<file path="src/rtl/ax_loop_cycle_ctrl_if.sv">
// Fetch-lane and configuration bundle between the fetch stage and the loop
// perforation controller. The master drives lanes/config; the slave returns the decision.
interface ax_loop_cycle_ctrl_if #(
    parameter int FETCH_WIDTH   = 2,
    parameter int ITER_WIDTH    = 8,
    parameter int TIMEOUT_WIDTH = 6,
    parameter int COOL_WIDTH    = 6
);
    logic [FETCH_WIDTH-1:0]   fetchStageIsValid;
    logic [FETCH_WIDTH-1:0]   bufferHit;
    logic [FETCH_WIDTH-1:0]   axbltcycbtbHit;
    logic [FETCH_WIDTH-1:0]   brPredTaken;
    logic                     stall;
    logic                     flush;
    logic                     cfgEnable;
    logic [ITER_WIDTH-1:0]    cfgLimit;
    logic [TIMEOUT_WIDTH-1:0] cfgTimeout;
    logic [COOL_WIDTH-1:0]    cfgCooldown;
    logic [FETCH_WIDTH-1:0]   brDecidCycTaken;
    logic                     loopActive;
    logic [ITER_WIDTH-1:0]    iterCount;
    logic                     perforateEvent;

    modport master (
        output fetchStageIsValid, bufferHit, axbltcycbtbHit, brPredTaken,
        output stall, flush, cfgEnable, cfgLimit, cfgTimeout, cfgCooldown,
        input  brDecidCycTaken, loopActive, iterCount, perforateEvent
    );

    modport slave (
        input  fetchStageIsValid, bufferHit, axbltcycbtbHit, brPredTaken,
        input  stall, flush, cfgEnable, cfgLimit, cfgTimeout, cfgCooldown,
        output brDecidCycTaken, loopActive, iterCount, perforateEvent
    );
endinterface

</file>
<file path="src/rtl/ax_loop_cycle_ctrl.sv">
// Loop-perforation controller: counts loop back-edges and, once the configured
// limit is reached, forces the next back-edge not-taken so the loop exits early.
module ax_loop_cycle_ctrl #(
    parameter int FETCH_WIDTH   = 2,
    parameter int ITER_WIDTH    = 8,
    parameter int TIMEOUT_WIDTH = 6,
    parameter int COOL_WIDTH    = 6
) (
    input  logic                 clk,
    input  logic                 rst,
    ax_loop_cycle_ctrl_if.slave  bus
);
    typedef enum logic [1:0] {IDLE, COUNT, COOLDOWN} state_t;

    state_t                   state_q;
    logic [ITER_WIDTH-1:0]    iter_q;
    logic [TIMEOUT_WIDTH-1:0] tmo_q;
    logic [COOL_WIDTH-1:0]    cool_q;
    logic                     perf_q;

    logic [FETCH_WIDTH-1:0]   be;
    logic [FETCH_WIDTH-1:0]   first_be;
    logic                     any_be;
    logic                     any_valid;
    logic                     ovr;
    logic [TIMEOUT_WIDTH-1:0] tmo_d;
    logic [ITER_WIDTH-1:0]    iter_d;

    for (genvar gi = 0; gi < FETCH_WIDTH; gi++) begin : g_be
        assign be[gi] = bus.fetchStageIsValid[gi] & bus.bufferHit[gi]
                      & bus.axbltcycbtbHit[gi] & bus.brPredTaken[gi];
    end

    // Isolate the lowest set bit: only the first back-edge lane is acted upon.
    assign first_be  = be & (~be + FETCH_WIDTH'(1));
    assign any_be    = |be;
    assign any_valid = |bus.fetchStageIsValid;

    // rst gates the override so the predictor direction passes through while resetting.
    assign ovr = (state_q == COUNT) & bus.cfgEnable & (bus.cfgLimit != '0) & any_be
               & (iter_q >= bus.cfgLimit) & ~bus.stall & ~bus.flush & ~rst;

    for (genvar gi = 0; gi < FETCH_WIDTH; gi++) begin : g_dec
        assign bus.brDecidCycTaken[gi] = bus.brPredTaken[gi] & ~(ovr & first_be[gi]);
    end

    assign tmo_d  = tmo_q + TIMEOUT_WIDTH'(1);
    assign iter_d = (iter_q == '1) ? iter_q : iter_q + ITER_WIDTH'(1);

    always_ff @(posedge clk) begin
        if (rst || bus.flush) begin
            state_q <= IDLE;
            iter_q  <= '0;
            tmo_q   <= '0;
            cool_q  <= '0;
            perf_q  <= 1'b0;
        end else if (bus.stall) begin
            perf_q  <= 1'b0;
        end else begin
            perf_q <= 1'b0;
            case (state_q)
                IDLE: begin
                    tmo_q  <= '0;
                    cool_q <= '0;
                    if (any_be && bus.cfgEnable && (bus.cfgLimit != '0)) begin
                        state_q <= COUNT;
                        iter_q  <= ITER_WIDTH'(1);
                    end else begin
                        iter_q  <= '0;
                    end
                end
                COUNT: begin
                    if (!bus.cfgEnable) begin
                        state_q <= IDLE;
                        iter_q  <= '0;
                        tmo_q   <= '0;
                    end else if (ovr) begin
                        state_q <= COOLDOWN;
                        cool_q  <= bus.cfgCooldown;
                        iter_q  <= '0;
                        tmo_q   <= '0;
                        perf_q  <= 1'b1;
                    end else if (any_be) begin
                        iter_q  <= iter_d;
                        tmo_q   <= '0;
                    end else if (any_valid) begin
                        if (tmo_d >= bus.cfgTimeout) begin
                            state_q <= IDLE;
                            iter_q  <= '0;
                            tmo_q   <= '0;
                        end else begin
                            tmo_q   <= tmo_d;
                        end
                    end
                end
                COOLDOWN: begin
                    // Occupancy is max(cfgCooldown, 1) non-stall cycles; back-edges are ignored.
                    if (cool_q <= COOL_WIDTH'(1)) begin
                        state_q <= IDLE;
                        cool_q  <= '0;
                    end else begin
                        cool_q  <= cool_q - COOL_WIDTH'(1);
                    end
                end
                default: state_q <= IDLE;
            endcase
        end
    end

    assign bus.loopActive     = (state_q == COUNT);
    assign bus.iterCount      = iter_q;
    assign bus.perforateEvent = perf_q;
endmodule

</file>
<file path="src/flat_wrapper.sv">
// flat-port wrapper written by rule: the top's interface ports become plain ports
module ax_loop_cycle_ctrl_flat 
#(
    parameter int FETCH_WIDTH   = 2,
    parameter int ITER_WIDTH    = 8,
    parameter int TIMEOUT_WIDTH = 6,
    parameter int COOL_WIDTH    = 6
)
  (clk, rst, bus_fetchStageIsValid, bus_bufferHit, bus_axbltcycbtbHit, bus_brPredTaken, bus_stall, bus_flush, bus_cfgEnable, bus_cfgLimit, bus_cfgTimeout, bus_cfgCooldown, bus_brDecidCycTaken, bus_loopActive, bus_iterCount, bus_perforateEvent);
  ax_loop_cycle_ctrl_if #(.FETCH_WIDTH(FETCH_WIDTH), .ITER_WIDTH(ITER_WIDTH), .TIMEOUT_WIDTH(TIMEOUT_WIDTH), .COOL_WIDTH(COOL_WIDTH)) bus_i ();
  input  logic clk;
  input  logic rst;
  input wire logic [$bits(bus_i.fetchStageIsValid)-1:0] bus_fetchStageIsValid;
  input wire logic [$bits(bus_i.bufferHit)-1:0] bus_bufferHit;
  input wire logic [$bits(bus_i.axbltcycbtbHit)-1:0] bus_axbltcycbtbHit;
  input wire logic [$bits(bus_i.brPredTaken)-1:0] bus_brPredTaken;
  input wire logic [$bits(bus_i.stall)-1:0] bus_stall;
  input wire logic [$bits(bus_i.flush)-1:0] bus_flush;
  input wire logic [$bits(bus_i.cfgEnable)-1:0] bus_cfgEnable;
  input wire logic [$bits(bus_i.cfgLimit)-1:0] bus_cfgLimit;
  input wire logic [$bits(bus_i.cfgTimeout)-1:0] bus_cfgTimeout;
  input wire logic [$bits(bus_i.cfgCooldown)-1:0] bus_cfgCooldown;
  output wire logic [$bits(bus_i.brDecidCycTaken)-1:0] bus_brDecidCycTaken;
  output wire logic [$bits(bus_i.loopActive)-1:0] bus_loopActive;
  output wire logic [$bits(bus_i.iterCount)-1:0] bus_iterCount;
  output wire logic [$bits(bus_i.perforateEvent)-1:0] bus_perforateEvent;
  assign bus_i.fetchStageIsValid = bus_fetchStageIsValid;
  assign bus_i.bufferHit = bus_bufferHit;
  assign bus_i.axbltcycbtbHit = bus_axbltcycbtbHit;
  assign bus_i.brPredTaken = bus_brPredTaken;
  assign bus_i.stall = bus_stall;
  assign bus_i.flush = bus_flush;
  assign bus_i.cfgEnable = bus_cfgEnable;
  assign bus_i.cfgLimit = bus_cfgLimit;
  assign bus_i.cfgTimeout = bus_cfgTimeout;
  assign bus_i.cfgCooldown = bus_cfgCooldown;
  assign bus_brDecidCycTaken = bus_i.brDecidCycTaken;
  assign bus_loopActive = bus_i.loopActive;
  assign bus_iterCount = bus_i.iterCount;
  assign bus_perforateEvent = bus_i.perforateEvent;
  ax_loop_cycle_ctrl #(.FETCH_WIDTH(FETCH_WIDTH), .ITER_WIDTH(ITER_WIDTH), .TIMEOUT_WIDTH(TIMEOUT_WIDTH), .COOL_WIDTH(COOL_WIDTH)) u_core (.clk(clk), .rst(rst), .bus(bus_i));
endmodule
</file>
<file path="config.mk">
export PLATFORM = sky130hd
export DESIGN_NAME = ax_loop_cycle_ctrl_flat
export DESIGN_NICKNAME = d
export VERILOG_FILES = /design/src/rtl/ax_loop_cycle_ctrl_if.sv /design/src/rtl/ax_loop_cycle_ctrl.sv /design/src/flat_wrapper.sv
export SDC_FILE = /design/constraint.sdc
export NUM_CORES = 1
export LEC_CHECK = 0
export CORE_UTILIZATION = 46
export CTS_BUF_LIST = sky130_fd_sc_hd__clkbuf_2
export CTS_CLUSTER_DIAMETER = 50
export DETAILED_ROUTE_END_ITERATION = 7
export PLACE_DENSITY = 0.88
export SLEW_MARGIN = 0
export SYNTH_ARGS = -nofsm -noshare
export SYNTH_HDL_FRONTEND = slang
export SYNTH_SLANG_ARGS = --single-unit
export TNS_END_PERCENT = 100
</file>
<file path="constraint.sdc">
create_clock -name clk -period 2.34 [get_ports clk]
set_input_delay 0.468 -clock clk [delete_from_list [all_inputs] [get_ports clk]]
set_output_delay 0.468 -clock clk [all_outputs]
set_load 0.02 [all_outputs]
</file>
==> metrics.md <==
| Metric | Value |
|---|---|
| Final nets | `399` |
| Largest net degree at the start of global routing | `16` |
| Max Cap Viol | `0` |
| Crit Path Max Fanout | `8` |
| Die height | `64.95 um` |
| Outcome | `complete, but fails checks` |
| Reg clk slew, reported paths | `0.22 ns` |
| Critical Path End Type | `flip-flop` |
| Mapped Nets | `293` |
| Routed vias/inst | `6.008` |
| Static leakage | `1.350 nW` |
| Worst path cell trace | `and3_4 > nand3_4 > xnor2_4 > ha_4 > a21oi_2 > nand2_1 > a41oi_2 > buf_4 > nand4_1 > buf_6 > nor3_4 > a21oi_1 > nor2_1` |
| DRT antenna net count | `0` |
| Synth cell types | `46` |
| Synth Register Bits | `23` |
| Setup WS post-layout | `-0.2666 ns` |
| Routed wire per std cell | `19.23 um` |
| Failing checks | `setup timing` |
| Sink Count | `23` |
| CTS tree | `yes` |
| Fin crit share | `1.114` |
| Total global routing overflow | `0` |
| Setup-failing EPs final | `18` |
| Max Root-Sink Buffers | `2` |
| P_sw | `250.1 uW` |
| Number of antenna violations at the first check in global routing | `0` |
| Critical path launch point type | `flip-flop` |
| Layout cells sized above 1 | `0.4227` |
| Cell row count | `22` |
| Final wirelength | `7.517 mm` |
| Number of buffers and inverters on the critical path | `2` |
| Maximum VDD drop | `0.2971 mV` |
| PwrDens | `246.6 nW/um2` |
| Port Buf Inserts | `44` |
| Slew headroom | `0.6319` |
| Hold crit path type | `reg -> reg` |
| First-pass DRT Iterations | `4` |
| Final min period | `2.607 ns` |
| Drt drc | `0` |
| IO Count | `45` |
| Synth warn | `0` |
| Dpl ws | `-0.9399 ns` |
| Final Hold Viols | `0` |
| Largest cells by area after synthesis | `dfxtp_1, ha_1, a21oi_1` |
| Int Pwr | `535.4 uW` |
| Comb pwr share | `0.266` |
| CP max-delay cell | `dfxtp_4` |
| Initial DRC Count | `188` |
| Die width | `64.95 um` |
| Worst path required time | `2.64 ns` |
| Clock network power share | `0.236` |
| Post-synth EDFFs | `0` |
| Seq pwr share | `0.498` |
| Critical path data arrival time | `2.91 ns` |
| Slew @ Worst Pin | `0.5501 ns` |
| TritonCTS Buffers | `3` |
| Post-Syn Instances | `238` |
| Power, Total | `785.5 uW` |
| Worst path top cell family by delay | `simple AND/OR/NAND/NOR gates` |
| Clk Latency, worst-skew pair | `0.40 ns` |
| Global-route wire length before repair | `10.45 mm` |
| Critical setup path kind | `reg -> reg` |
| Placed wire-length estimate | `3.947 mm` |
| Syn Area/Cell | `7.660 um2` |
| Highest clock rate | `383.6 MHz` |
| Final Slew Violations | `0` |
| Register area share after synthesis | `0.2526` |
| ANT cells | `0` |
| Routed vias | `2349` |
| Area leader, netlist | `dfxtp_1` |
| Total Routing Usage GR | `0.3303` |
| Switching part of the total | `0.3184` |
| CTS Root Cell | `clkbuf_2` |
| H-tree depth | `1` |
| Area of the mapped netlist | `1823 um2` |
| Starting density of the core | `0.4870` |
| Layout area overhead | `74.74%` |
| Clock skew | `0.05826 ns` |
| Die area | `4219 um2` |
| Yosys top cell area share | `0.2526` |
| Slowest Stage Delay on Critical Path | `0.43 ns` |
| Vias in the first global route | `2285` |
| Routability cong. | `0.8447` |
| Synth async-reset ratio | `0` |
| Post-layout util | `0.8509` |
| Core footprint | `3744 um2` |
| RSZ-0062 raised after global routing | `true` |
| Ys flop type | `dfxtp_1` |
## synth_stat cells, drive strengths merged, types with 3 or more instances
cell    instances
o21ai          22
nor2b           3
inv            23
buf             3
ha             22
o31ai           3
nor3            9
or3             6
clkbuf          4
nand4           4
nand3          16
nor2           17
nand2          28
dfxtp          23
nor4            3
xnor2           6
a21oi          21
## flip-flops by register name (all words and copies together), names as in the netlist
signal and count:
u_core.cool_q 6, u_core.tmo_q 6, u_core.bus.iterCount 8, u_core.bus.perforateEvent 1, u_core.state_q 2
## timing repair
item,CTS,global route
resized for setup,71,43
setup buffers,14,5
pin swaps,30,23
setup endpoints to repair,16,19
hold buffers,0,0
cloned,1,0
## tightest hold or removal path: cells and delay by family (launching register included)
family | cells | cell delay (ns)
flops | 1 | 0.38
simple gates | 1 | 0.07
compound gates | 1 | 0.05
## power groups by stage
stage	clock [mW]	combinational [mW]	sequential [mW]
2_1_floorplan	0	0.0601	0.403
3_3_place_gp	0	0.151	0.401
3_5_place_dp	0	0.156	0.401
4_1_cts	0.178	0.180	0.392
5_1_grt	0.201	0.220	0.391
6_report	0.186	0.209	0.391
## through the flow
stage,TNS (ns),hold slack (ns),instance area (um2),instances
after CTS,-0.3099,0.5104,2943,386
after detailed placement,-10.50,0.4866,2618,367
final,-3.348,0.5149,3186,391
after global routing,-4.604,0.5310,3186,391
after global placement,-8.470,0.4672,2618,367
after floorplan,0,0.4560,1831,238
## cells in the final DEF, fill, tap and decap left out, drive strengths merged, types with 8 or more instances in the layout
master / n
nor3: 9
dlygate4sd2: 8
nand2: 28
nor2: 17
ha: 22
dfxtp: 23
inv: 23
clkdlybuf4s50: 32
nand3: 16
buf: 65
a21oi: 21
o21ai: 23
## routing by layer
layer	GRT usage	vias up	wire length, um
met1	0.3312	1122	2769
met3	0.07570	49	427
met4	0.2194	0	456
li1	-	1060	-
met5	0	-	0
met2	0.6003	118	3864
## kinds of logic after synthesis
family                   Yosys count  share of synthesized area
XOR/XNOR                           8                    0.03844
flip-flops                        23                     0.2526
AO/OA/AOI/OAI                     62                     0.2313
AND/OR/NAND/NOR                   93                     0.2553
buffers and inverters             30                    0.07137
adder cells (fa/ha/maj)           22                     0.1510
## cell type report
cell class | count | area, um2
timing repair buffer | 107 | 927.1
tap | 48 | 60.06
fill | 190 | 558.0
inverter | 23 | 86.33
clock inverter | 1 | 5.005
sequential | 23 | 479.2
multi-input combinational | 186 | 1613
clock buffer | 3 | 15.01
## final timing paths
| kind | from | end | slack, ns | cells past startpoint |
|---|---|---|---|---|
| max reg2reg | u_core.tmo_q[0]$_SDFFE_PP0P_ | u_core.tmo_q[0]$_SDFFE_PP0P_ | -0.27 | 13 |
| min | u_core.cool_q[4]$_SDFFE_PP0P_ | u_core.cool_q[4]$_SDFFE_PP0P_ | 0.51 | 2 |
| max | u_core.tmo_q[0]$_SDFFE_PP0P_ | u_core.tmo_q[0]$_SDFFE_PP0P_ | -0.27 | 13 |
| min reg2reg | u_core.cool_q[4]$_SDFFE_PP0P_ | u_core.cool_q[4]$_SDFFE_PP0P_ | 0.51 | 2 |
No activity file was read; power rests on OpenSTA's default activity.
